File: src/rtl/pc_seq_if.sv
// Bus between control/branch logic and the program counter sequencer.
// master: control side driving redirects/handshake; slave: the sequencer.
interface pc_seq_if #(
    parameter int unsigned ADDR_W = 32
);
    logic              pc_ready;
    logic              jump_en;
    logic [ADDR_W-1:0] jump_target;
    logic              branch_taken;
    logic [ADDR_W-1:0] branch_offset;
    logic              call_en;
    logic              ret_en;
    logic              halt;
    logic              resume;
    logic [ADDR_W-1:0] pc_out;
    logic [ADDR_W-1:0] pc_plus_inc;
    logic              pc_valid;
    logic              halted;
    logic              ras_empty;

    modport master (
        output pc_ready, jump_en, jump_target, branch_taken, branch_offset,
        output call_en, ret_en, halt, resume,
        input  pc_out, pc_plus_inc, pc_valid, halted, ras_empty
    );

    modport slave (
        input  pc_ready, jump_en, jump_target, branch_taken, branch_offset,
        input  call_en, ret_en, halt, resume,
        output pc_out, pc_plus_inc, pc_valid, halted, ras_empty
    );
endinterface

File: src/rtl/pc_sequencer.sv
// Program counter sequencer: fetch address, sequential advance on valid/ready,
// jump/branch/return redirects, halt/resume FSM.
// Optional return-address stack enabled by defining macro PC_RAS_EN.
module pc_sequencer #(
    parameter int unsigned       ADDR_W      = 32,
    parameter int unsigned       INSTR_BYTES = 4,
    parameter logic [ADDR_W-1:0] RESET_VEC   = '0,
    parameter int unsigned       RAS_DEPTH   = 4
) (
    input  logic     clk,
    input  logic     rst,
    pc_seq_if.slave  bus
);

    // Clears the low log2(INSTR_BYTES) bits of redirect results.
    localparam logic [ADDR_W-1:0] ALIGN_MASK = ~(ADDR_W'(INSTR_BYTES) - ADDR_W'(1));

    typedef enum logic [1:0] {StBoot, StRun, StHalt} state_e;

    state_e            state_q, state_d;
    logic [ADDR_W-1:0] pc_q, pc_d;
    logic [ADDR_W-1:0] pc_plus;
    logic [ADDR_W-1:0] ras_top;
    logic              ras_empty_w;
    logic              ras_push;
    logic              ras_pop;

    assign pc_plus         = pc_q + ADDR_W'(INSTR_BYTES);
    assign bus.pc_out      = pc_q;
    assign bus.pc_plus_inc = pc_plus;
    assign bus.pc_valid    = (state_q == StRun);
    assign bus.halted      = (state_q == StHalt);
    assign bus.ras_empty   = ras_empty_w;

    // State and PC registers.
    always_ff @(posedge clk or posedge rst) begin
        if (rst) begin
            state_q <= StBoot;
            pc_q    <= RESET_VEC;
        end else begin
            state_q <= state_d;
            pc_q    <= pc_d;
        end
    end

    // Next state, next PC and stack control; redirects are only honoured in RUN.
    always_comb begin
        state_d  = state_q;
        pc_d     = pc_q;
        ras_push = 1'b0;
        ras_pop  = 1'b0;
        unique case (state_q)
            StBoot: state_d = StRun;
            StRun: begin
                if (bus.halt) state_d = StHalt;
                if (bus.jump_en) begin
                    pc_d     = bus.jump_target & ALIGN_MASK;
                    ras_push = bus.call_en;
                end else if (bus.branch_taken) begin
                    pc_d = (pc_q + bus.branch_offset) & ALIGN_MASK;
                end else if (bus.ret_en && !ras_empty_w) begin
                    pc_d    = ras_top & ALIGN_MASK;
                    ras_pop = 1'b1;
                end else if (bus.pc_ready) begin
                    pc_d = pc_plus;
                end
            end
            StHalt: begin
                if (bus.resume && !bus.halt) state_d = StRun;
            end
            default: state_d = StBoot;
        endcase
    end

`ifdef PC_RAS_EN
    localparam int unsigned PTR_W = $clog2(RAS_DEPTH);
    localparam int unsigned CNT_W = $clog2(RAS_DEPTH + 1);

    logic [ADDR_W-1:0] ras_mem [RAS_DEPTH];
    logic [PTR_W-1:0]  ras_ptr_q;
    logic [CNT_W-1:0]  ras_cnt_q;

    // ras_ptr_q points at the next free slot; when full it points at the oldest entry.
    assign ras_top     = ras_mem[ras_ptr_q - PTR_W'(1)];
    assign ras_empty_w = (ras_cnt_q == '0);

    // Stack pointer and occupancy; a push when full overwrites the oldest entry.
    always_ff @(posedge clk or posedge rst) begin
        if (rst) begin
            ras_ptr_q <= '0;
            ras_cnt_q <= '0;
        end else if (ras_push) begin
            ras_ptr_q <= ras_ptr_q + PTR_W'(1);
            if (ras_cnt_q != CNT_W'(RAS_DEPTH)) ras_cnt_q <= ras_cnt_q + CNT_W'(1);
        end else if (ras_pop) begin
            ras_ptr_q <= ras_ptr_q - PTR_W'(1);
            ras_cnt_q <= ras_cnt_q - CNT_W'(1);
        end
    end

    // Return-address storage; contents are don't-care while unoccupied.
    always_ff @(posedge clk) begin
        if (ras_push) ras_mem[ras_ptr_q] <= pc_plus;
    end
`else
    logic unused_ras;

    assign ras_top     = '0;
    assign ras_empty_w = 1'b1;
    assign unused_ras  = ^{ras_push, ras_pop};
`endif

endmodule
File: src/flat_wrapper.sv
// flat-port wrapper written by rule: the top's interface ports become plain ports
module pc_sequencer_flat 
#(
    parameter int unsigned       ADDR_W      = 32,
    parameter int unsigned       INSTR_BYTES = 4,
    parameter logic [ADDR_W-1:0] RESET_VEC   = '0,
    parameter int unsigned       RAS_DEPTH   = 4
)
  (clk, rst, bus_pc_ready, bus_jump_en, bus_jump_target, bus_branch_taken, bus_branch_offset, bus_call_en, bus_ret_en, bus_halt, bus_resume, bus_pc_out, bus_pc_plus_inc, bus_pc_valid, bus_halted, bus_ras_empty);
  pc_seq_if #(.ADDR_W(ADDR_W)) bus_i ();
  input  logic clk;
  input  logic rst;
  input wire logic [$bits(bus_i.pc_ready)-1:0] bus_pc_ready;
  input wire logic [$bits(bus_i.jump_en)-1:0] bus_jump_en;
  input wire logic [$bits(bus_i.jump_target)-1:0] bus_jump_target;
  input wire logic [$bits(bus_i.branch_taken)-1:0] bus_branch_taken;
  input wire logic [$bits(bus_i.branch_offset)-1:0] bus_branch_offset;
  input wire logic [$bits(bus_i.call_en)-1:0] bus_call_en;
  input wire logic [$bits(bus_i.ret_en)-1:0] bus_ret_en;
  input wire logic [$bits(bus_i.halt)-1:0] bus_halt;
  input wire logic [$bits(bus_i.resume)-1:0] bus_resume;
  output wire logic [$bits(bus_i.pc_out)-1:0] bus_pc_out;
  output wire logic [$bits(bus_i.pc_plus_inc)-1:0] bus_pc_plus_inc;
  output wire logic [$bits(bus_i.pc_valid)-1:0] bus_pc_valid;
  output wire logic [$bits(bus_i.halted)-1:0] bus_halted;
  output wire logic [$bits(bus_i.ras_empty)-1:0] bus_ras_empty;
  assign bus_i.pc_ready = bus_pc_ready;
  assign bus_i.jump_en = bus_jump_en;
  assign bus_i.jump_target = bus_jump_target;
  assign bus_i.branch_taken = bus_branch_taken;
  assign bus_i.branch_offset = bus_branch_offset;
  assign bus_i.call_en = bus_call_en;
  assign bus_i.ret_en = bus_ret_en;
  assign bus_i.halt = bus_halt;
  assign bus_i.resume = bus_resume;
  assign bus_pc_out = bus_i.pc_out;
  assign bus_pc_plus_inc = bus_i.pc_plus_inc;
  assign bus_pc_valid = bus_i.pc_valid;
  assign bus_halted = bus_i.halted;
  assign bus_ras_empty = bus_i.ras_empty;
  pc_sequencer #(.ADDR_W(ADDR_W), .INSTR_BYTES(INSTR_BYTES), .RESET_VEC(RESET_VEC), .RAS_DEPTH(RAS_DEPTH)) u_core (.clk(clk), .rst(rst), .bus(bus_i));
endmodule
File: config.mk
export PLATFORM = sky130hd
export DESIGN_NAME = pc_sequencer_flat
export DESIGN_NICKNAME = d
export VERILOG_FILES = /design/src/rtl/pc_seq_if.sv /design/src/rtl/pc_sequencer.sv /design/src/flat_wrapper.sv
export SDC_FILE = /design/constraint.sdc
export NUM_CORES = 1
export LEC_CHECK = 0
export ABC_AREA = 1
export CAP_MARGIN = 0
export CORE_MARGIN = 3
export CORE_UTILIZATION = 28
export CTS_BUF_LIST = sky130_fd_sc_hd__clkbuf_4 sky130_fd_sc_hd__clkbuf_8
export DETAILED_ROUTE_END_ITERATION = 7
export GPL_TIMING_DRIVEN = 0
export MAX_ROUTING_LAYER = met4
export PLACE_DENSITY_LB_ADDON = 0.3
export SLEW_MARGIN = 30
export SYNTH_ARGS = -nofsm -noshare
export SYNTH_HDL_FRONTEND = slang
export SYNTH_SLANG_ARGS = --single-unit
File: constraint.sdc
create_clock -name clk -period 2.55 [get_ports clk]
set_input_delay 0.6375 -clock clk [delete_from_list [all_inputs] [get_ports clk]]
set_output_delay 0.6375 -clock clk [all_outputs]
set_load 0.03 [all_outputs]
**Word level (Yosys, flattened, before mapping)**

Index checks and enable logic that the tools add are counted.

- Equal/unequal tests: 4
- Add/sub/neg operators: 2
- Multiplexer cells: 6
- Reduce and logical (&&, ||, !) cells: 6

Operators by type and width:

| operator | number |
|---|---|
| $mux W32 | 3 |
| $add A32 B3 Y32 const B | 1 |
| $add A32 B32 Y32 | 1 |
| $pmux W2 S3 | 1 |
| $mux W2 | 2 |
| $reduce_and A2 Y1 | 2 |
| $reduce_bool A3 Y1 | 1 |
| $eq A2 B1 Y1 const B | 1 |
| $eq A2 B2 Y1 const B | 1 |
| $logic_not A2 Y1 | 1 |
| $ne A2 B1 Y1 const B | 1 |
| $ne A2 B2 Y1 const B | 1 |
| $logic_and A1 B1 Y1 | 1 |
| $logic_not A1 Y1 | 1 |

- Bits of input ports: 73
- Logic and storage cells: 20
- Output and inout port bits: 67
- Bits in registers: 34

**Longest topological paths before layout**

- Word-level depth: 4
- Gate-level depth with buffers: 16
- Gate-level depth less buffers: 16

**Worst setup path after synthesis**

No wires, ideal clock.

- Kind: register to output
- Start: reg u_core.pc_q[2], in the netlist u_core.bus.pc_out[2]
- End: out bus_pc_plus_inc[16]
- Arrival time: 1.885 ns
- Path buffers: 0
- Setup slack: 0.027 ns
- Stages on the path, launching flop included: 6
- Data required time: 1.913 ns
- Cell sequence: dfrtp_1 > ha_1 > nand3_2 > nor2_2 > nand3_1 > xor2_1

- Longest elaborated chain between the ends: 1

RTL lines:

| what | RTL line | RTL |
|---|---|---|
| start, declared | pc_sequencer.sv:21 | `logic [ADDR_W-1:0] pc_q, pc_d;` |
| start signal, assigned | pc_sequencer.sv:42 | `pc_q <= pc_d;` |
| $add A32 B3 Y32 | pc_sequencer.sv:28 | `assign pc_plus = pc_q + ADDR_W'(INSTR_BYTES);` |
| end, declared | flat_wrapper.sv:23 | `output wire logic [$bits(bus_i.pc_plus_inc)-1:0] bus_pc_plus_inc;` |

No other way between the ends.

**Final worst setup path**

- Start: reg u_core.pc_q[6], in the netlist u_core.bus.pc_out[6]
- End: out bus_pc_plus_inc[14]

Same word-level chain as after synthesis.

==> flow_summary.ini <==
[outcome]
status = finished with violations
violations = negative setup slack

[setup_path]
crit_required_ns = 1.91
r2r-end = u_core.bus.pc_out[31]
r2r_slack_ns = 0.16
cp.arrival_ns = 1.93
rr_startpoint = u_core.bus.pc_out[4]
worstSetupStartpointType = register
path_max_fanout = 4
cp-end-kind = output pin
crit_start = u_core.bus.pc_out[6]
path_class = register to output pin
r2r_cells = 15

[cts]
cts_num_sinks = 32
cts_root_buf = clkbuf_8
cts_max_level = 2
clk_pin_slew_ns = 0.08
cts.path.max_buffers = 2
clkLatencyLatePin_ns = 0.30
cts_tree = yes
cts_buffers = 5
cts_hold_buf = 0

[sta]
post-route-period-util_pct = 100.8
setup_tns_ns = -0.02111
max_freq_ghz = 0.3889
worst_pin_slew_ns = 0.6601
layout_setup_ws_ns = -0.02111
layout_min_cycle_time_ns = 2.571
hold_viol = 0
holdWs_ns = 0.4853
setup_viol = 1
maxSlewViolCount = 0
rsz0062_at_grt = yes
max-slew-margin-rel_pct = 55.99
clock_skew_ns = 0.01042

[final_layout]
antenna_cells = 0
layout_common_cells = nand2_1, inv_1, clkdlybuf4s50_1
multi_input_area_sq_um = 3709
final_cells = 1348
final_common_cell = nand2_1
final_nets = 1226
fillers = 1933
register_area_sq_um = 834.6
drive_gt1_share_pct = 16.03
synthToLayoutAreaGrowth_pct = 44.61
fin_util_pct = 41.70

[min_path]
worstHoldEndpoint = u_core.state_q[0]
min_from = u_core.state_q[1]
worstHoldPathCells = 1
hold_class = register to register

[grt]
grt_max_degree = 22
first_global_vias = 6201
grt_pass1_wl_microns = 32680
antenna_found_initial = 0
grt_overflow = 0
gr-usage-all-layers_pct = 21.69

[floorplanning]
start_util_pct = 28.84
dieArea_sq_um = 19640
core_area_sq_um = 17480
rows = 48
die_y_microns = 140.2
num_io_pins = 140
die_w_microns = 140.2

[route]
drt-total-wl_microns = 21330
wl_per_cell_microns = 15.82
post-route-drc-count = 0
avgViaCountPerCell = 4.794
firstDrtPassIters = 6
vias = 6462
postRouteAntennaNets = 0
drt_iter0_markers = 513

[synth]
synth_compound_area_share_pct = 11.27
synth_seq_cells = 32
synth_cells = 941
synth_top_family_by_area = simple AND/OR/NAND/NOR gates
netlist_area_sq_um = 5040
syn_avg_cell_area_sq_um = 5.356
synthAdderAreaFrac_pct = 7.448
ys_seq_area_share_pct = 15.89
synthSimpleGateAreaFrac_pct = 45.41
synth.distinct_cells = 40
synth-xor-area-share_pct = 4.146
synth_mux_area_share_pct = 0
yosys_warnings = 0

[place]
port_buffers = 127
hpwlAfterDp_microns = 17570
dp.cells = 1297
gp_congestion = 0.9910

[pwr]
power-per-cell-area_nw_per_um2 = 1282
power.leakage_nw = 3.816
ir_drop_v = 0.0006437

[run]
drv_cap = 0
synthesized netlist by cell type:
library cell  number  area [sq um]
nor3_2             5         50.05
conb_1             2         7.510
o21ai_0           12         60.06
nand4_1            8         50.05
nand2_4            1         11.26
nand3b_1           7         52.55
buf_2              5         25.02
nor2_2             3         18.77
o31ai_1            1         7.510
buf_1              1         3.750
dfrtp_1           32         800.8
clkbuf_1          12         45.04
o22ai_1            3         18.77
o21bai_1           3         22.52
a21oi_1           66         330.3
o21ai_1            9         45.04
nor2_4             3         33.78
xor2_1            14         122.6
inv_2              3         11.26
nand2_1          341          1280
clkbuf_4           1         7.510
ha_1              30         375.4
a21o_1             1         7.510
a211oi_1           3         22.52
inv_1            173         649.4
or2_0              1         6.260
xnor2_1            8         70.07
buf_4              5         37.54
xor2_2             1         16.27
nor4_1             1         6.260
nor3_1            13         65.06
nand3_2            2         20.02
o211ai_1           3         22.52
clkinv_1           3         11.26
nor2_1            91         341.6
a22oi_1            3         22.52
nand2_2            1         6.260
nand3_1           68         340.3
a22o_1             1         8.760
and2_1             1         6.260
worst max-delay path, stage by stage (launching register included):
cell,delay [ns]
dfrtp_2,0.42
nand2_1,0.17
nor2_2,0.20
nand2_2,0.12
nor2_4,0.17
xor2_2,0.19
inv_1,0.07
clkdlybuf4s15_2,0.28
power breakdown:
| part | total [W] | switching (W) | internal, W |
|---|---|---|---|
| clock | 0.000451 | 0.000210 | 0.000241 |
| combinational | 0.00762 | 0.00483 | 0.00280 |
| sequential | 0.00127 | 0.000458 | 0.000810 |
stage by stage:
step	setup WS (ns)	power [W]	area, sq um
global placement	-0.6063	0.008028	6604
detailed placement	-0.5767	0.008073	6631
CTS	-0.01460	0.008877	7034
global route	-0.1107	0.01014	7288
floorplan	0.02749	0.005620	5051
finish	-0.02111	0.009344	7288
what timing repair did:
action | CTS | global route
buffers inserted | 22 | 22
pin swaps | 4 | 8
endpoints found under the setup margin | 29 | 39
cloned | 0 | 0
gates resized for setup | 135 | 80
sequential cells by signal, indices dropped and copies added (netlist names):
| register | flops |
|---|---|
| u_core.state_q | 2 |
| u_core.bus.pc_out | 30 |
layer usage:
layer | GRT usage [%] | up-vias | part of all wire, % | wire length (microns)
met1 | 27.37 | 2929 | 44 | 9335
met5 | - | - | 0 | 0
met3 | 2.731 | 40 | 5.8 | 1243
met4 | 8.159 | 0 | 3.3 | 711
met2 | 35.53 | 236 | 47 | 10040
li1 | - | 3257 | - | -
worst max-delay path by stage:
stage	end	slack (ns)	cells after the start
2_1_floorplan	bus_pc_plus_inc[16]	0.03	5
3_3_place_gp	bus_pc_plus_inc[16]	-0.61	6
3_5_place_dp	bus_pc_plus_inc[16]	-0.58	6
4_1_cts	bus_pc_plus_inc[14]	-0.01	7
5_1_grt	bus_pc_plus_inc[14]	-0.11	7
6_report	bus_pc_plus_inc[14]	-0.02	7
cell type report:
cell class	count	share of cell area, %
inverter	179	9.270
buffer	24	1.631
multi-input combinational	709	50.88
sequential	32	11.45
timing repair buffer	172	21.58
tap	225	3.863
clock buffer	7	1.322
logic make-up (layout without fill, tap and decap cells):
group,count (synthesis),in the layout
and+or+nand+nor,546,546
buffers and inverters,203,382
AOI/OAI and AO/OA,105,105
DFF,32,32
adders and majority gates,30,30
xor gates and xnor gates,23,23
other,2,5
No activity file was read; power rests on OpenSTA's default activity.
